File: config.mk
export PLATFORM = sky130hd
export DESIGN_NAME = left_shift
export DESIGN_NICKNAME = d
export VERILOG_FILES = /design/src/rtl/left_shift.sv
export SDC_FILE = /design/constraint.sdc
export NUM_CORES = 1
export LEC_CHECK = 0
export BUFFER_PORTS_ARGS = -buffer_cell sky130_fd_sc_hd__buf_2
export CORE_MARGIN = 8
export CORE_UTILIZATION = 45
export CTS_BUF_LIST = sky130_fd_sc_hd__clkbuf_2 sky130_fd_sc_hd__clkbuf_4 sky130_fd_sc_hd__clkbuf_8
export CTS_CLUSTER_DIAMETER = 150
export DETAILED_ROUTE_END_ITERATION = 6
export MAX_ROUTING_LAYER = met4
export PLACE_DENSITY = 0.79
export SLEW_MARGIN = 40
export SYNTH_ARGS = -nofsm -noshare
export SYNTH_HDL_FRONTEND = slang
export SYNTH_SLANG_ARGS = --single-unit
File: constraint.sdc
create_clock -name clk -period 0.8 [get_ports clk]
set_input_delay 0.16 -clock clk [delete_from_list [all_inputs] [get_ports clk]]
set_output_delay 0.16 -clock clk [all_outputs]
set_load 0.03 [all_outputs]
File: src/rtl/left_shift.sv
// rtl/left_shift.sv - registered logarithmic barrel shifter with shifted-out-ones flag.
// DIR selects logical left (0) or logical right (1); one-cycle latency.
module left_shift #(
  parameter int WIDTH = 8,
  parameter bit DIR   = 1'b0
) (
  input  logic             clk,
  input  logic             rst_n,
  input  logic             en_i,
  input  logic [WIDTH-1:0] a_i,
  input  logic [WIDTH-1:0] b_i,
  output logic [WIDTH-1:0] shift_o,
  output logic             ovf_o,
  output logic             valid_o
);

  localparam int SW = (WIDTH > 1) ? $clog2(WIDTH) : 1;

  logic [WIDTH-1:0] shift_d, shift_q;
  logic             ovf_d, ovf_q;
  logic             valid_q;
  logic             hi_set;

  assign hi_set = |b_i[WIDTH-1:SW];

  // Each stage records the bits it pushes off the edge; their union is the full discarded set.
  always_comb begin
    shift_d = a_i;
    ovf_d   = 1'b0;
    for (int k = 0; k < SW; k++) begin
      if (b_i[k]) begin
        if (DIR == 1'b0) begin
          ovf_d   = ovf_d | (|(shift_d >> (WIDTH - (1 << k))));
          shift_d = shift_d << (1 << k);
        end else begin
          ovf_d   = ovf_d | (|(shift_d << (WIDTH - (1 << k))));
          shift_d = shift_d >> (1 << k);
        end
      end
    end
    if (hi_set) begin
      shift_d = '0;
      ovf_d   = |a_i;
    end
  end

  always_ff @(posedge clk or negedge rst_n) begin
    if (!rst_n) begin
      shift_q <= '0;
      ovf_q   <= 1'b0;
      valid_q <= 1'b0;
    end else begin
      valid_q <= en_i;
      if (en_i) begin
        shift_q <= shift_d;
        ovf_q   <= ovf_d;
      end
    end
  end

  assign shift_o = shift_q;
  assign ovf_o   = ovf_q;
  assign valid_o = valid_q;

endmodule

==> results.md <==
* Die Area at 3040 µm²
* Clock network latency to the later pin of the worst-skew pair at 0.26 ns
* Cells after Synth at 74
* Post-synth top area share at 0.362
* Vias in the first global route at 765
* Worst vdd ir at 0.000590 V
* Number of vias in the routed layout at 732
* Synthesis Warnings at 0
* Cell area after technology mapping at 691 µm²
* Fill cell instance count of the final layout at 93
* Top cells by area in the synthesized netlist: sky130_fd_sc_hd__dfrtp_1, sky130_fd_sc_hd__mux2i_1, sky130_fd_sc_hd__mux4_2, sky130_fd_sc_hd__o22ai_1, sky130_fd_sc_hd__o21ai_0
* Final setup violation count at 19
* Crit-path max FO at 4
* Worst slew margin relative to its limit at 0.778
* Clock tree from TritonCTS: yes
* CP startpoint: b_i[3]
* Leak Pwr at 0.521 nW
* Share of post-route cells with drive strength above 1 at 0.496
* Count of pins over their slew limit at 0
* Startpoint of the lowest-slack hold path: en_i
* # clock sinks at 10
* Area of the placeable core at 1470 µm²
* Aggregate global routing overflow at 0
* Post-Syn Nets at 93
* Post-synthesis to final-layout area growth at 59.8%
* Most common cell in the netlist: sky130_fd_sc_hd__dfrtp_1
* Floorplan die width at 55.2 µm
* Die span in y at 55.2 µm
* Drt first pass iters at 5
* Clk Tree Root Cell: sky130_fd_sc_hd__clkbuf_4
* Overall power consumption at 1.31 mW
* Port buffer count at 28
* Max Fclk at 0.715 GHz
* Combined global-route utilization of all metal layers at 0.145
* Clock H-tree levels at 1
* Top Ports at 29
* Startpoint of the lowest-slack register-to-register path: shift_o[5]$_DFFE_PN0P_
* Power density over the cells at 1190 nW/µm²
* Post-synthesis register bit count at 10
* Wire length of the first global-routing pass at 3190 µm
* Post-synthesis average cell area at 9.33 µm²
* Crit path kind: input port to register
* WHS Path Cells at 2
* Total CTS buffers at 3
* Final layout net count at 137
* Antenna-violating nets left at 0
* Final weighted congestion in routability-driven placement at 0.836
* Result of the run: finished, violations left
* Shortest clock period the worst path allows after layout at 1.40 ns
* RSZ-0062 raised after global routing: true
* Leading cell types by count after synthesis: sky130_fd_sc_hd__dfrtp_1, sky130_fd_sc_hd__mux2i_1, sky130_fd_sc_hd__inv_1
* Most instantiated flip-flop cell in the synthesis netlist: sky130_fd_sc_hd__dfrtp_1
* Endpoint of the worst hold path: valid_o$_DFF_PN0_
* Antenna cells at 0
* Detailed placer's ending HPWL at 1560 µm
* Sequential area share after synthesis at 0.362
* Minimum setup slack in the final design at -0.599 ns
* Register cell area after layout at 250 µm²
* Tightest Pin Transition at 0.323 ns
* Period utilization at 1.75
* Number of core rows at 14
* Count of final hold-check violations at 0
* Multi-input combinational cell area at 417 µm²
* DRT Wirelength at 1900 µm
* Most area-hungry cell type in the Yosys netlist: sky130_fd_sc_hd__dfrtp_1
* Max-Cap Viols at 0
* Type of destination of the critical path: register
* Routed WL per cell at 14.3 µm
* Fraction of registers with async set or reset after synthesis at 1.00
* Failing checks: setup timing
* Class of the worst hold path: input port to register
* Worst hold margin at 0.201 ns
* Count of unique library cells instantiated by Yosys at 22
* DRC at 0
* Reg-to-reg critical path endpoint: shift_o[5]$_DFFE_PN0P_
* Data required time of the critical path at 0.98 ns
* Number of cell instances on the worst register-to-register path at 3
* R2r setup slk at 0.05 ns
* Post-CTS clock slew at the launch and capture registers of the worst setup and hold paths at 0.07 ns
* Setup clock skew after layout at 0 ns
* Max Buffers Root-to-Sink at 2
* Sort of element at the start of the critical path: input port
* Routed via count divided by cell count at 5.50
* Final Core Density at 0.750
* Number of flops mapped to enable cells by yosys at 0
* Arrival time at the worst endpoint at 1.58 ns
* Number of DRC markers after the initial detailed-route iteration at 7
* Initial Utilization at 0.469
* Antenna violations before repair at 0
* Largest net degree at the start of global routing at 15
worst max-delay path by stage:
stage	cells after the start	end	slack, ns
4_1_cts	5	shift_o[1]$_DFFE_PN0P_	-0.62
3_5_place_dp	5	shift_o[1]$_DFFE_PN0P_	-0.91
2_1_floorplan	5	shift_o[1]$_DFFE_PN0P_	-0.87
5_1_grt	5	shift_o[1]$_DFFE_PN0P_	-0.62
3_3_place_gp	5	shift_o[1]$_DFFE_PN0P_	-0.88
6_report	5	shift_o[1]$_DFFE_PN0P_	-0.60
cells by family after synthesis:
logic type / Yosys count / share of synthesized area
multiplexers: 11 / 0.196
buffers and inverters: 13 / 0.0743
flip-flops: 10 / 0.362
AO/OA/AOI/OAI: 18 / 0.176
AND/OR/NAND/NOR: 22 / 0.192
placed cells by master, fill, tap and decap left out, types with 2 or more instances in the layout:
cell type	synthesis	final
sky130_fd_sc_hd__a21oi_1	2	2
sky130_fd_sc_hd__buf_6	0	12
sky130_fd_sc_hd__nand2b_1	2	2
sky130_fd_sc_hd__mux2i_1	9	9
sky130_fd_sc_hd__nor4_1	4	4
sky130_fd_sc_hd__clkbuf_4	0	3
sky130_fd_sc_hd__nand2_1	7	7
sky130_fd_sc_hd__o22ai_1	7	4
sky130_fd_sc_hd__buf_2	2	16
sky130_fd_sc_hd__dfrtp_1	10	10
sky130_fd_sc_hd__inv_1	8	8
sky130_fd_sc_hd__o22ai_2	0	3
sky130_fd_sc_hd__buf_4	0	14
sky130_fd_sc_hd__mux4_2	2	2
sky130_fd_sc_hd__nor4b_1	2	2
sky130_fd_sc_hd__o21ai_0	6	6
report_power, final:
part / internal (mW) / leakage, nW / switching [mW] / total (mW)
combinational: 0.181 / 0.368 / 0.171 / 0.352
sequential: 0.513 / 0.132 / 0.00427 / 0.517
clock: 0.276 / 0.0210 / 0.167 / 0.443
worst max-delay path, cell delays in order:
cell,delay (ns)
sky130_fd_sc_hd__buf_6,0.09
sky130_fd_sc_hd__or4_4,0.52
sky130_fd_sc_hd__or3b_4,0.39
sky130_fd_sc_hd__or2_4,0.27
sky130_fd_sc_hd__o31ai_4,0.16
what timing repair did:
action / 4_1_cts / 5_1_grt
pin swaps: 2 / 2
hold buffers: 1 / 0
endpoints found under the hold margin: 10 / 0
endpoints found under the setup margin: 19 / 19
setup buffers: 1 / 0
gates resized for setup: 23 / 4
gates cloned: 0 / 0
registers in the layout, indices dropped and copies added, names as in the netlist:
name / cells
shift_o: 8
valid_o: 1
ovf_o: 1
stage by stage:
step                      instance area (µm²)  setup slack [ns]  cells  TNS (ns)
after detailed placement                  951            -0.906    127     -7.10
after CTS                                1090            -0.617    133     -6.10
after global placement                    951            -0.883    127     -6.91
after global routing                     1100            -0.623    133     -6.45
final                                    1100            -0.599    133     -5.98
after floorplan                           704            -0.870     74     -6.05
layout make-up:
cell class / instances / share of cell area
multi-input cells: 51 / 0.378
repair buffers: 44 / 0.317
flip-flops and latches: 10 / 0.227
clock buffers: 4 / 0.0329
inverters: 8 / 0.0272
well taps: 16 / 0.0181
metal layers:
| layer | vias to the layer above | part of all wire | routed length [µm] | GRT usage |
|---|---|---|---|---|
| li1 | 365 | - | - | - |
| met2 | 28 | 0.50 | 951 | 0.250 |
| met1 | 335 | 0.42 | 799 | 0.158 |
| met4 | 0 | 0.020 | 38 | 0.0880 |
| met3 | 4 | 0.057 | 109 | 0.0134 |
| met5 | - | 0 | 0 | - |
Power figures use the tool's default switching activity.
